**src/rtl/uart_tx_ctrl.sv**
```systemverilog
// Sends a captured 16-bit ALU result to the UART transmitter as two bytes, LSB first.
// Owns the tx_start/tx_busy handshake, with settle/inter-byte delays and ack-timeout retry.
module uart_tx_ctrl #(
  parameter int WAIT_FOR_REGISTER_DELAY = 100,
  parameter int INTER_BYTE_DELAY        = 100,
  parameter int ACK_TIMEOUT             = 16
) (
  input  logic        clk,
  input  logic        reset,
  input  logic        trigger,
  input  logic [15:0] result,
  input  logic        tx_busy,
  output logic        tx_start,
  output logic [7:0]  tx_data,
  output logic        busy,
  output logic        done,
  output logic [3:0]  LED
);

  typedef enum logic [3:0] {
    IDLE     = 4'd0,
    REGISTER = 4'd1,
    SEND_LSB = 4'd2,
    ACK_LSB  = 4'd3,
    WAIT_LSB = 4'd4,
    GAP      = 4'd5,
    SEND_MSB = 4'd6,
    ACK_MSB  = 4'd7,
    WAIT_MSB = 4'd8,
    DONE     = 4'd9
  } state_t;

  localparam logic [31:0] REG_LAST = 32'(WAIT_FOR_REGISTER_DELAY - 1);
  localparam logic [31:0] GAP_LAST = 32'(INTER_BYTE_DELAY - 1);
  localparam logic [31:0] ACK_LAST = 32'(ACK_TIMEOUT - 1);

  // Plain vector so codes 10-15 are representable and recover through default.
  logic [3:0]  state;
  logic [15:0] result_reg;
  logic [31:0] cnt;

  always_ff @(posedge clk or negedge reset) begin
    if (!reset) begin
      state      <= IDLE;
      result_reg <= '0;
      cnt        <= '0;
    end else begin
      cnt <= cnt + 32'd1;
      case (state)
        IDLE: begin
          if (trigger) begin
            result_reg <= result;
            state      <= REGISTER;
            cnt        <= '0;
          end
        end
        REGISTER: begin
          if (cnt == REG_LAST) begin
            state <= SEND_LSB;
            cnt   <= '0;
          end
        end
        SEND_LSB: begin
          state <= ACK_LSB;
          cnt   <= '0;
        end
        ACK_LSB: begin
          if (tx_busy) begin
            state <= WAIT_LSB;
            cnt   <= '0;
          end else if (cnt == ACK_LAST) begin
            state <= SEND_LSB;
            cnt   <= '0;
          end
        end
        WAIT_LSB: begin
          if (!tx_busy) begin
            state <= GAP;
            cnt   <= '0;
          end
        end
        GAP: begin
          if (cnt == GAP_LAST) begin
            state <= SEND_MSB;
            cnt   <= '0;
          end
        end
        SEND_MSB: begin
          state <= ACK_MSB;
          cnt   <= '0;
        end
        ACK_MSB: begin
          if (tx_busy) begin
            state <= WAIT_MSB;
            cnt   <= '0;
          end else if (cnt == ACK_LAST) begin
            state <= SEND_MSB;
            cnt   <= '0;
          end
        end
        WAIT_MSB: begin
          if (!tx_busy) begin
            state <= DONE;
            cnt   <= '0;
          end
        end
        DONE: begin
          state <= IDLE;
          cnt   <= '0;
        end
        default: begin
          state <= IDLE;
          cnt   <= '0;
        end
      endcase
    end
  end

  // Outputs decode the state register only; nothing flows through from the inputs.
  assign tx_start = (state == SEND_LSB) || (state == SEND_MSB);
  assign tx_data  = (state <= WAIT_LSB) ? result_reg[7:0] : result_reg[15:8];
  assign busy     = (state != IDLE);
  assign done     = (state == DONE);
  assign LED      = state;

endmodule

```
**config.mk**
```make
export PLATFORM = sky130hd
export DESIGN_NAME = uart_tx_ctrl
export DESIGN_NICKNAME = d
export VERILOG_FILES = /design/src/rtl/uart_tx_ctrl.sv
export SDC_FILE = /design/constraint.sdc
export NUM_CORES = 1
export LEC_CHECK = 0
export BUFFER_PORTS_ARGS = -buffer_cell sky130_fd_sc_hd__buf_4
export CAP_MARGIN = 10
export CELL_PAD_IN_SITES_DETAIL_PLACEMENT = 0
export CELL_PAD_IN_SITES_GLOBAL_PLACEMENT = 1
export CORE_ASPECT_RATIO = 0.5
export CORE_UTILIZATION = 41
export CTS_CLUSTER_DIAMETER = 80
export DETAILED_ROUTE_END_ITERATION = 10
export PLACE_DENSITY_LB_ADDON = 0.3
export SETUP_SLACK_MARGIN = 0.05
export SLEW_MARGIN = 20
export SYNTH_ARGS = -nofsm -noshare
export SYNTH_HDL_FRONTEND = slang
export SYNTH_SLANG_ARGS = --single-unit
```
**constraint.sdc**
```tcl
create_clock -name clk -period 2 [get_ports clk]
set_clock_uncertainty 0.15 [all_clocks]
set_input_delay 0.3 -clock clk [delete_from_list [all_inputs] [get_ports clk]]
set_output_delay 0.3 -clock clk [all_outputs]
set_load 0.1 [all_outputs]
```
==> flow_metrics.tcl <==
set metrics [dict create \
    avgSynthCellArea_um2 10.5 \
    die_area_um2 7220 \
    final-setup-viol-count 42 \
    p_sw_share_pct 43.2 \
    largest_reg_flops 32 \
    cp.required_ns 1.55 \
    synth_flop_cell "dfrtp_1" \
    yosysTopAreaCellShare_pct 46.3 \
    min-delay-start "result[8]" \
    insertedDiodeCount 0 \
    finalNetCount 384 \
    synth_edf_count 0 \
    drive_gt1_share_pct 53.8 \
    start_util_pct 44.4 \
    synth_nets 289 \
    regToRegEndpoint "cnt[22]" \
    violations "negative setup slack" \
    cts-root-buf "clkbuf_16" \
    netlist_instances 268 \
    drc 0 \
    area_delta_synth_final_pct 62.5 \
    yosys_warnings 0 \
    numPortBuffers 34 \
    r2r_start "cnt[13]" \
    clk_pin_slew_ns 0.07 \
    dp.cells 416 \
    ant_nets 0 \
    grt_pass1_wl_um 12800 \
    insertion_delay_ns 0.29 \
    final.min_clock_period_ns 2.24 \
    finalWorstSetupSlack_ns -0.244 \
    hold_class "input port to register" \
    synth_cell_types 40 \
    seq_area_frac_synth_pct 46.3 \
    outcome "complete, but fails checks" \
    die_w_um 119 \
    final_cells 452 \
    gp_congestion 0.833 \
    rsz0062_at_grt "true" \
    clkPwrFrac_pct 14.4 \
    fp.dieH_um 60.6 \
    cts_max_path_buffers 2 \
    gr-total-overflow 0 \
    tightestPinTransition_ns 0.505 \
    holdPathStages 2 \
    worstPathMaxFanout 8 \
    critical_path_arrival_ns 1.79 \
    drv_slew 0 \
    irDropWorstVdd_mv 0.529 \
    wl_per_cell_um 19.9 \
    rows 20 \
    drtPass1Iterations 4 \
    io_pins 35 \
    p_seq_share_pct 22.1 \
    antenna_found_initial 0 \
    via_per_inst 6.20 \
    p_leak_nw 1.92 \
    fin_crit_sh_pct 112 \
    place.detailed.hpwl_um 4830 \
    wl_met3_um 622 \
    grt_pass1_vias 2614 \
    grt_usage_pct 23.3 \
    synth_area_leader_cell "dfrtp_1" \
    nFillCells 389 \
    comb_power_share_pct 63.5 \
    whs_ns 0.0853 \
    finalHoldViolCount 0 \
    fmax_mhz 446 \
    drv_cap 0 \
    reg2regPathDepth 7 \
    end_kind "output pin" \
    async_reset_ff_share_pct 100 \
    wl_um 9010 \
    power_density_nw_per_um2 1480 \
    ys_top_cells_by_area "dfrtp_1 46%, mux2_2 9.6%, a32oi_1 5.9%" \
    routed.top_layer "met4" \
    p_int_w 0.00385 \
    synth-seq-cells 52 \
    crit_path_start_kind "register" \
    slew_headroom_pct 66.3 \
    final_util_pct 72.2 \
    via_count 2801 \
    cts_made_buffers 5 \
    pre_cts_ws_ns -0.114 \
    drt_iter0_drc 232 \
    route.met2.wl_um 4290 \
    criticalPathCategory "register to output pin" \
    p_switching_w 0.00293 \
    syn_area_um2 2810 \
    cp-startpoint "LED[1]" \
    grt_max_degree 36 \
    rrSetupSlack_ns -0.14 \
    m1WireLength_um 3970 \
    crit_end "tx_data[2]" \
    core_um2 6330 \
    htreeDepth 2 \
    cts_tree "yes" \
    clock-sinks 52 \
]
==> cell type report <==
| cell class | count | area, µm² | share of cell area, % |
|---|---|---|---|
| flip-flops and latches | 52 | 1320 | 28.8 |
| well taps | 88 | 110 | 2.41 |
| multi-input cells | 191 | 1810 | 39.6 |
| clock inverters | 3 | 42.5 | 0.931 |
| inverters | 5 | 23.8 | 0.520 |
| repair buffers | 108 | 1140 | 25.0 |
| clock buffers | 5 | 125 | 2.74 |
==> cell families (layout without fill, tap and decap cells) <==
kind of cell / after synthesis / count (layout) / synth area share, %
buffers and inverters: 26 / 121 / 4.76
flip-flops: 52 / 52 / 46.3
AND/OR/NAND/NOR: 91 / 92 / 19.1
multiplexers: 24 / 24 / 9.61
adder cells (fa/ha/maj): 1 / 1 / 0.445
AO/OA/AOI/OAI: 61 / 61 / 15.7
XOR/XNOR: 13 / 13 / 4.05
==> worst min-delay path by stage <==
stage                          endpoint  slack (ns)
after CTS                 result_reg[8]        0.09
after detailed placement        cnt[18]        0.15
after global placement          cnt[20]        0.14
final                     result_reg[8]        0.09
after floorplan                  LED[0]       -0.15
after global routing      result_reg[8]        0.08
==> layer usage <==
layer	vias to the layer above	track usage, %
met1	1419	30.0
met5	-	0
met4	0	6.87
met2	107	41.0
li1	1257	-
met3	18	4.61
==> cells in the final DEF, fill, tap and decap left out, drive strengths merged, types with 7 or more instances in the layout <==
cell type,instances
clkbuf,7
xor2,9
a31oi,13
nand4,8
nand2,14
mux2,24
buf,105
o21ai,8
dfrtp,52
or4,16
o31ai,13
a32oi,19
nand3,16
==> synthesized netlist by cell type (5+ instances only) <==
| master | number |
|---|---|
| a31oi_1 | 13 |
| a32oi_1 | 19 |
| clkbuf_1 | 14 |
| dfrtp_1 | 52 |
| inv_1 | 5 |
| mux2_2 | 24 |
| nand2_1 | 14 |
| nand3_1 | 16 |
| nand4_1 | 7 |
| nor2_1 | 6 |
| nor4_1 | 6 |
| o21ai_0 | 7 |
| o31ai_1 | 13 |
| or4_1 | 16 |
| xor2_1 | 9 |
==> critical path: stages, from the launching register on <==
cell     delay, ns
dfrtp_4       0.47
or2_4         0.25
a21oi_4       0.15
buf_12        0.15
mux2_4        0.32
buf_12        0.17
==> repair_timing <==
item	in CTS	in global routing
endpoints found under the hold margin	34	0
cloned	4	4
setup endpoints to repair	37	60
hold buffers	1	0
setup buffers	11	9
pin swaps	22	17
resized for setup	58	46
==> metrics by stage <==
stage | total power, W | setup TNS (ns) | area (µm²)
CTS | 0.00583 | -2.03 | 4130
floorplan | 0.00342 | -8.89 | 3000
global placement | 0.00406 | -0.171 | 3550
finish | 0.00678 | -5.17 | 4570
detailed placement | 0.00411 | -0.596 | 3550
global route | 0.00700 | -8.10 | 4570
==> power groups by stage <==
| stage | Clock, W | Combinational [W] | Sequential (W) |
|---|---|---|---|
| final | 0.000977 | 0.00430 | 0.00150 |
| after global routing | 0.00103 | 0.00445 | 0.00152 |
| after CTS | 0.000978 | 0.00337 | 0.00148 |
| after detailed placement | 0 | 0.00262 | 0.00149 |
| after global placement | 0 | 0.00259 | 0.00147 |
| after floorplan | 0 | 0.00182 | 0.00160 |
No activity file was read; power rests on OpenSTA's default activity.
